## src/rtl/popcnt_sched_pkg.sv

```systemverilog
// popcnt_sched shared package: requester ids, pipeline tag layout,
// and the popcount width helper used by bit_cntr.
package popcnt_sched_pkg;

    localparam logic REQ_A = 1'b0;
    localparam logic REQ_B = 1'b1;

    typedef struct packed {
        logic vld;
        logic id;
        logic last;
    } tag_t;

    localparam int TAG_W = $bits(tag_t);

    function automatic int cnt_width(input int w);
        return $clog2(w + 1);
    endfunction

endpackage

```

## src/rtl/popcnt_sched_bit_cntr.sv

```systemverilog
// bit_cntr: pipelined popcount. Granule counts are registered first, then
// summed and delayed so o_Sum is registered CNT_LATENCY (>=2) edges later.
module bit_cntr
    import popcnt_sched_pkg::*;
#(
    parameter int VECTOR_WIDTH  = 50,
    parameter int GRANULE_WIDTH = 6,
    parameter int CNT_LATENCY   = 3,
    parameter int CNT_WIDTH     = cnt_width(VECTOR_WIDTH)
) (
    input  logic                    clk,
    input  logic                    rstn,
    input  logic [VECTOR_WIDTH-1:0] i_Vector,
    output logic [CNT_WIDTH-1:0]    o_Sum
);

    localparam int NG  = (VECTOR_WIDTH + GRANULE_WIDTH - 1) / GRANULE_WIDTH;
    localparam int GCW = $clog2(GRANULE_WIDTH + 1);
    localparam int PW  = NG * GRANULE_WIDTH;

    logic [PW-1:0]        w_Pad;
    logic [GCW-1:0]       w_Gran [NG];
    logic [GCW-1:0]       r_Gran [NG];
    logic [CNT_WIDTH-1:0] w_Total;
    logic [CNT_WIDTH-1:0] r_Pipe [CNT_LATENCY-1];

    assign w_Pad = PW'(i_Vector);

    // Count ones inside each granule of the zero-padded word
    always_comb begin
        for (int g = 0; g < NG; g++) begin
            w_Gran[g] = '0;
            for (int b = 0; b < GRANULE_WIDTH; b++) begin
                w_Gran[g] = w_Gran[g] + GCW'(w_Pad[g*GRANULE_WIDTH+b]);
            end
        end
    end

    // First stage: register the granule counts
    always_ff @(posedge clk) begin
        for (int g = 0; g < NG; g++) begin
            if (!rstn) r_Gran[g] <= '0;
            else       r_Gran[g] <= w_Gran[g];
        end
    end

    // Reduce the registered granule counts to the word total
    always_comb begin
        w_Total = '0;
        for (int g = 0; g < NG; g++) begin
            w_Total = w_Total + CNT_WIDTH'(r_Gran[g]);
        end
    end

    // Remaining stages: delay the total to the advertised latency
    always_ff @(posedge clk) begin
        if (!rstn) begin
            for (int i = 0; i < CNT_LATENCY - 1; i++) r_Pipe[i] <= '0;
        end else begin
            r_Pipe[0] <= w_Total;
            for (int i = 1; i < CNT_LATENCY - 1; i++) r_Pipe[i] <= r_Pipe[i-1];
        end
    end

    assign o_Sum = r_Pipe[CNT_LATENCY-2];

endmodule

```

## src/rtl/popcnt_sched.sv

```systemverilog
// popcnt_sched: round-robin sharing of one bit_cntr between streams A/B.
// Define POPCNT_SCHED_OVF_EN for saturating accumulators and o_OvfA/o_OvfB.
module popcnt_sched
    import popcnt_sched_pkg::*;
#(
    parameter int VECTOR_WIDTH  = 50,
    parameter int GRANULE_WIDTH = 6,
    parameter int CNT_LATENCY   = 3,
    parameter int CNT_WIDTH     = 7,
    parameter int ACC_WIDTH     = 12
) (
    input  logic                    clk,
    input  logic                    rstn,
    input  logic [VECTOR_WIDTH-1:0] i_VecA,
    input  logic [VECTOR_WIDTH-1:0] i_VecB,
    input  logic                    i_ValidA,
    input  logic                    i_ValidB,
    input  logic                    i_LastA,
    input  logic                    i_LastB,
    output logic                    o_ReadyA,
    output logic                    o_ReadyB,
    output logic [ACC_WIDTH-1:0]    o_SumA,
    output logic [ACC_WIDTH-1:0]    o_SumB,
    output logic                    o_SumValidA,
    output logic                    o_SumValidB
`ifdef POPCNT_SCHED_OVF_EN
   ,output logic                    o_OvfA,
    output logic                    o_OvfB
`endif
);

`ifdef POPCNT_SCHED_OVF_EN
    localparam int TW = ((ACC_WIDTH > CNT_WIDTH) ? ACC_WIDTH : CNT_WIDTH) + 1;
    localparam logic [ACC_WIDTH-1:0] ACC_MAX = '1;
`else
    localparam int TW = ACC_WIDTH;
`endif

    logic                    r_Rr;
    logic                    w_GntA;
    logic                    w_GntB;
    logic [VECTOR_WIDTH-1:0] w_Vec;
    tag_t                    w_TagIn;
    tag_t                    r_Tag [CNT_LATENCY];
    tag_t                    w_Ret;
    logic [CNT_WIDTH-1:0]    w_Sum;
    logic [ACC_WIDTH-1:0]    r_Acc [2];
    logic [TW-1:0]           w_Tot;
    logic [ACC_WIDTH-1:0]    w_New;
    logic [ACC_WIDTH-1:0]    r_SumA;
    logic [ACC_WIDTH-1:0]    r_SumB;
    logic                    r_SvA;
    logic                    r_SvB;
`ifdef POPCNT_SCHED_OVF_EN
    logic                    w_Sat;
    logic                    r_OvfA;
    logic                    r_OvfB;
`endif

    // Grant: lone requester wins, contention resolved by rr
    always_comb begin
        w_GntA = 1'b0;
        w_GntB = 1'b0;
        if (i_ValidA && (!i_ValidB || r_Rr == REQ_A)) w_GntA = 1'b1;
        else if (i_ValidB)                             w_GntB = 1'b1;
    end

    assign o_ReadyA = w_GntA;
    assign o_ReadyB = w_GntB;

    // Issue mux and tag for the granted word; idle cycles feed zeros
    always_comb begin
        w_Vec = '0;
        if (w_GntA)      w_Vec = i_VecA;
        else if (w_GntB) w_Vec = i_VecB;
        w_TagIn.vld  = w_GntA | w_GntB;
        w_TagIn.id   = w_GntB ? REQ_B : REQ_A;
        w_TagIn.last = w_GntA ? i_LastA : (w_GntB & i_LastB);
    end

    // Round-robin pointer flips to the other requester after each grant
    always_ff @(posedge clk) begin
        if (!rstn)       r_Rr <= REQ_A;
        else if (w_GntA) r_Rr <= REQ_B;
        else if (w_GntB) r_Rr <= REQ_A;
    end

    bit_cntr #(
        .VECTOR_WIDTH  (VECTOR_WIDTH),
        .GRANULE_WIDTH (GRANULE_WIDTH),
        .CNT_LATENCY   (CNT_LATENCY),
        .CNT_WIDTH     (CNT_WIDTH)
    ) u_cntr (
        .clk      (clk),
        .rstn     (rstn),
        .i_Vector (w_Vec),
        .o_Sum    (w_Sum)
    );

    // Tag shift register keeps id/last aligned with the counter output
    always_ff @(posedge clk) begin
        if (!rstn) begin
            for (int i = 0; i < CNT_LATENCY; i++) r_Tag[i] <= '0;
        end else begin
            r_Tag[0] <= w_TagIn;
            for (int i = 1; i < CNT_LATENCY; i++) r_Tag[i] <= r_Tag[i-1];
        end
    end

    assign w_Ret = r_Tag[CNT_LATENCY-1];

    // Next accumulator value for the retiring id (wrap or saturate)
    always_comb begin
        w_Tot = TW'(r_Acc[w_Ret.id]) + TW'(w_Sum);
`ifdef POPCNT_SCHED_OVF_EN
        w_Sat = (w_Tot > TW'(ACC_MAX));
        w_New = w_Sat ? ACC_MAX : w_Tot[ACC_WIDTH-1:0];
`else
        w_New = w_Tot;
`endif
    end

    // Retire: accumulate, and on last publish the total and clear
    always_ff @(posedge clk) begin
        if (!rstn) begin
            r_Acc[0] <= '0;
            r_Acc[1] <= '0;
            r_SumA   <= '0;
            r_SumB   <= '0;
            r_SvA    <= 1'b0;
            r_SvB    <= 1'b0;
`ifdef POPCNT_SCHED_OVF_EN
            r_OvfA   <= 1'b0;
            r_OvfB   <= 1'b0;
`endif
        end else begin
            r_SvA <= 1'b0;
            r_SvB <= 1'b0;
            if (w_Ret.vld) begin
                if (w_Ret.last) begin
                    r_Acc[w_Ret.id] <= '0;
                    if (w_Ret.id == REQ_A) begin
                        r_SumA <= w_New;
                        r_SvA  <= 1'b1;
                    end else begin
                        r_SumB <= w_New;
                        r_SvB  <= 1'b1;
                    end
                end else begin
                    r_Acc[w_Ret.id] <= w_New;
                end
`ifdef POPCNT_SCHED_OVF_EN
                if (w_Sat && w_Ret.id == REQ_A) r_OvfA <= 1'b1;
                if (w_Sat && w_Ret.id == REQ_B) r_OvfB <= 1'b1;
`endif
            end
        end
    end

    assign o_SumA      = r_SumA;
    assign o_SumB      = r_SumB;
    assign o_SumValidA = r_SvA;
    assign o_SumValidB = r_SvB;
`ifdef POPCNT_SCHED_OVF_EN
    assign o_OvfA      = r_OvfA;
    assign o_OvfB      = r_OvfB;
`endif

endmodule

```

## config.mk

```make
export PLATFORM = sky130hd
export DESIGN_NAME = popcnt_sched
export DESIGN_NICKNAME = d
export VERILOG_FILES = /design/src/rtl/popcnt_sched_pkg.sv /design/src/rtl/popcnt_sched_bit_cntr.sv /design/src/rtl/popcnt_sched.sv
export SDC_FILE = /design/constraint.sdc
export NUM_CORES = 1
export LEC_CHECK = 0
export ABC_AREA = 1
export BUFFER_PORTS_ARGS = -buffer_cell sky130_fd_sc_hd__buf_2
export CORE_ASPECT_RATIO = 0.5
export CORE_UTILIZATION = 59
export CTS_BUF_LIST = sky130_fd_sc_hd__clkbuf_16
export DETAILED_ROUTE_END_ITERATION = 12
export HOLD_SLACK_MARGIN = 0.02
export PLACE_DENSITY = 0.86
export SYNTH_ARGS = -nofsm -noshare
export SYNTH_HDL_FRONTEND = slang
export SYNTH_SLANG_ARGS = --single-unit
```

## constraint.sdc

```tcl
create_clock -name clk -period 5.93 [get_ports clk]
set_input_delay 0.8895 -clock clk [delete_from_list [all_inputs] [get_ports clk]]
set_output_delay 0.8895 -clock clk [all_outputs]
set_load 0.1 [all_outputs]
```

==> summary.md <==
| Metric | Value |
|---|---|
| Required time of the critical path | approximately 6.2 ns |
| Die Y | 71.9 um |
| YS warnings | 0 |
| WS Path Type | reg2reg |
| Sink Count | 100 |
| Layout cell share with drive strength beyond 1 | a little over a fifth |
| Commonest cells after routing, fill and taps aside | buf_2 (133), nand2_1 (129), inv_1 (128) |
| Core area | approximately 9500 um^2 |
| Ant. Diodes | 0 |
| Starting density of the core | 60.8% |
| Post-CTS setup buffers | 0 |
| Hold crit path type | reg2reg |
| Register area share after synthesis | between 30% and 40% |
| Number of global-route vias before repair | around 4500 |
| Reg power frac | between 30% and 40% |
| P_sw | 0.000794 W |
| Leak | between 3 and 4 nW |
| DRT iter0 DRCs | approximately 280 |
| Total wire length | 12300 um |
| FP Rows | 25 |
| Clock-pin slew on the worst setup and hold paths | around 0.070 ns |
| Synth-to-layout area growth | 17.8% |
| Hold slack final | 0.407 ns |
| Setup TNS | 0 ns |
| HPWL after DPL | 9310 um |
| Io pins | roughly 130 |
| Distinct cells, synth | 36 |
| Actual slew at the worst max-slew pin | 1.06 ns |
| Switching Fraction | about a third |
| Placed Cells | 901 |
| Clock Skews | around 0.0096 ns |
| CTS Buf Count | 9 |
| Final Net Count | between 900 and 1000 |
| Period minus WS final | roughly 4.3 ns |
| Post-place instance area | about 6500 um^2 |
| GR Overflow Total | 0 |
| RSZ-0062 raised after global routing | false |
| Rel. slew slack | approximately 29% |
| CTS tree | yes |
| Post-route insts no fill | 917 |
| Worst-path maximum fanout | 3 |
| CP endpoint kind | flop |
| Startpoint Class | flop |
| Max Clock Freq | around 230 MHz |
| Worst hold path stage count | 2 |
| Post-CTS sizing | 0 |
| Fin. Hold Viols | 0 |
| Max-cap violation count | 0 |
| Initial antenna violation count | 0 |
| Pin count of the biggest net entering global routing | 67 |
| Commonest non-fill, non-tap cell in the layout | buf_2 |
| Period utilization | 73.0% |
| Number of buffers added on ports | approximately 130 |
| Post-Syn Area per Cell | a little under 9 um^2 |
| Total global-route track usage | roughly a quarter |
| Clock group share of total power | 24.5% |
| DR WL/cell | around 13 um |
| CTS HTree Levels | 3 |
| Final Max Slew Viols | 0 |
| Internal power | about 0.0015 W |
| Mapped Nets | about 830 |
| # DRC | 0 |
| Final ANT Viol Nets | 0 |
| Die Wd | between 100 and 150 um |
| Logic pwr share | between 40% and 50% |
| Final Instance Area | between 6000 and 7000 um^2 |
| Seq cells post-synth | 100 |
| Die area | 10200 um^2 |
| Clk_lat worst skew | 0.35 ns |
| Root buffer cell | clkbuf_16 |
| Drt first pass iters | 5 |
| Data arrival, critical path | between 4 and 5 ns |
| Syn Inst Count | approximately 660 |
| Final RePlAce weighted congestion | ~0.91 |
| First-pass GRT wire length | roughly 20000 um |
| Fin util | a little under three quarters |
| Status | complete, no violations |
| Post-CTS Hold Fix Bufs | 0 |
| Post-Syn Area | between 5000 and 6000 um^2 |
| Vias per std cell | 5.07 |
| PwrDens | around 330 nW/um^2 |
| # setup viols final | 0 |
| Worst vdd rail ir drop | around 0.19 mV |
| Clock Path Buffers | 2 |
| Worst Reg-to-Reg Cells | 17 |
| Via count | between 4000 and 5000 |
## critical path: stages, from the launching register on
cell and delay [ns]:
dfxtp_1 0.30, ha_1 0.23, fa_1 0.51, fa_1 0.44, fa_1 0.54, inv_1 0.07
fa_1 0.57, fa_1 0.42, inv_1 0.07, ha_1 0.17, inv_1 0.06, fa_1 0.35
inv_1 0.09, nand2_1 0.05, nand2_1 0.06, a21oi_1 0.07, o21ai_0 0.17, a21oi_1 0.06
## synth_stat cells (all sizes together)
cell / n / area, um^2
nor2: 61 / 234
inv: 129 / 492
dfxtp: 76 / 1520
a32o: 1 / 10.0
nand4: 2 / 18.8
a31oi: 1 / 6.26
o21ai: 22 / 118
and2: 2 / 12.5
xnor2: 3 / 26.3
a21oi: 12 / 60.1
nand3: 22 / 115
or2: 2 / 12.5
o21bai: 4 / 30.0
a22o: 44 / 385
edfxtp: 24 / 721
nor3: 1 / 5.00
xor2: 3 / 26.3
o21a: 5 / 37.5
fa: 42 / 841
a22oi: 6 / 45.0
nand2: 140 / 582
buf: 16 / 83.8
clkbuf: 12 / 45.0
ha: 27 / 338
## cell type report
class	count	area, um^2
Tap cell	135	169
Clock buffer	10	250
Timing Repair Buffer	137	696
Clock inverter	6	36.3
Inverter	129	492
Fill cell	707	2690
Multi-Input combinational cell	400	2910
Sequential cell	100	2240
## path summary, 6_finish.rpt
kind | from | end | slack [ns]
worst max-delay path | u_cntr.r_Gran[1][0]$_SDFF_PN0_ | u_cntr.r_Pipe[0][5]$_SDFF_PN0_ | 1.60
worst min-delay path | u_cntr.r_Pipe[0][2]$_SDFF_PN0_ | u_cntr.r_Pipe[0][9]$_SDFF_PN0_ | 0.41
worst max register to register | u_cntr.r_Gran[1][0]$_SDFF_PN0_ | u_cntr.r_Pipe[0][5]$_SDFF_PN0_ | 1.60
worst min register to register | u_cntr.r_Pipe[0][2]$_SDFF_PN0_ | u_cntr.r_Pipe[0][9]$_SDFF_PN0_ | 0.41
## power groups by stage
stage               clock, W  sequential (W)  combinational [W]
detailed placement         0        0.000806           0.000906
global placement           0        0.000805           0.000824
CTS                 0.000558        0.000791           0.000923
global route        0.000589        0.000796            0.00107
finish              0.000553        0.000791           0.000911
floorplan                  0        0.000803           0.000679
## cells by family after synthesis
family | count (synthesis) | synth area share (%)
AND/OR/NAND/NOR | 230 | 17.0
buffers and inverters | 157 | 10.8
flip-flops | 100 | 38.9
AO/OA/AOI/OAI | 95 | 12.0
adder cells (fa/ha/maj) | 69 | 20.4
XOR/XNOR | 6 | 0.912
## layer usage
metal | up-vias | global-route usage, % | routed length [um]
met1 | 2156 | 30.6 | 5180
met4 | 0 | 11.2 | 328
met3 | 30 | 5.54 | 720
met2 | 165 | 46.4 | 6090
met5 | - | 0 | 0
li1 | 2302 | - | -
## metrics by stage
step           setup slack, ns  total power, W
6_report                  1.60         0.00226
4_1_cts                   1.60         0.00227
3_3_place_gp              1.53         0.00163
5_1_grt                   1.35         0.00245
3_5_place_dp              1.36         0.00171
2_1_floorplan             1.68         0.00148
## state kept, by name, indices dropped and copies added (netlist names)
name           flops
u_cntr.r_Gran     26
u_cntr.r_Pipe     14
o_SumValidB        1
o_SumB            12
r_Tag              9
r_Acc             24
o_SumA            12
o_SumValidA        1
r_Rr               1
Power figures use the tool's default switching activity.
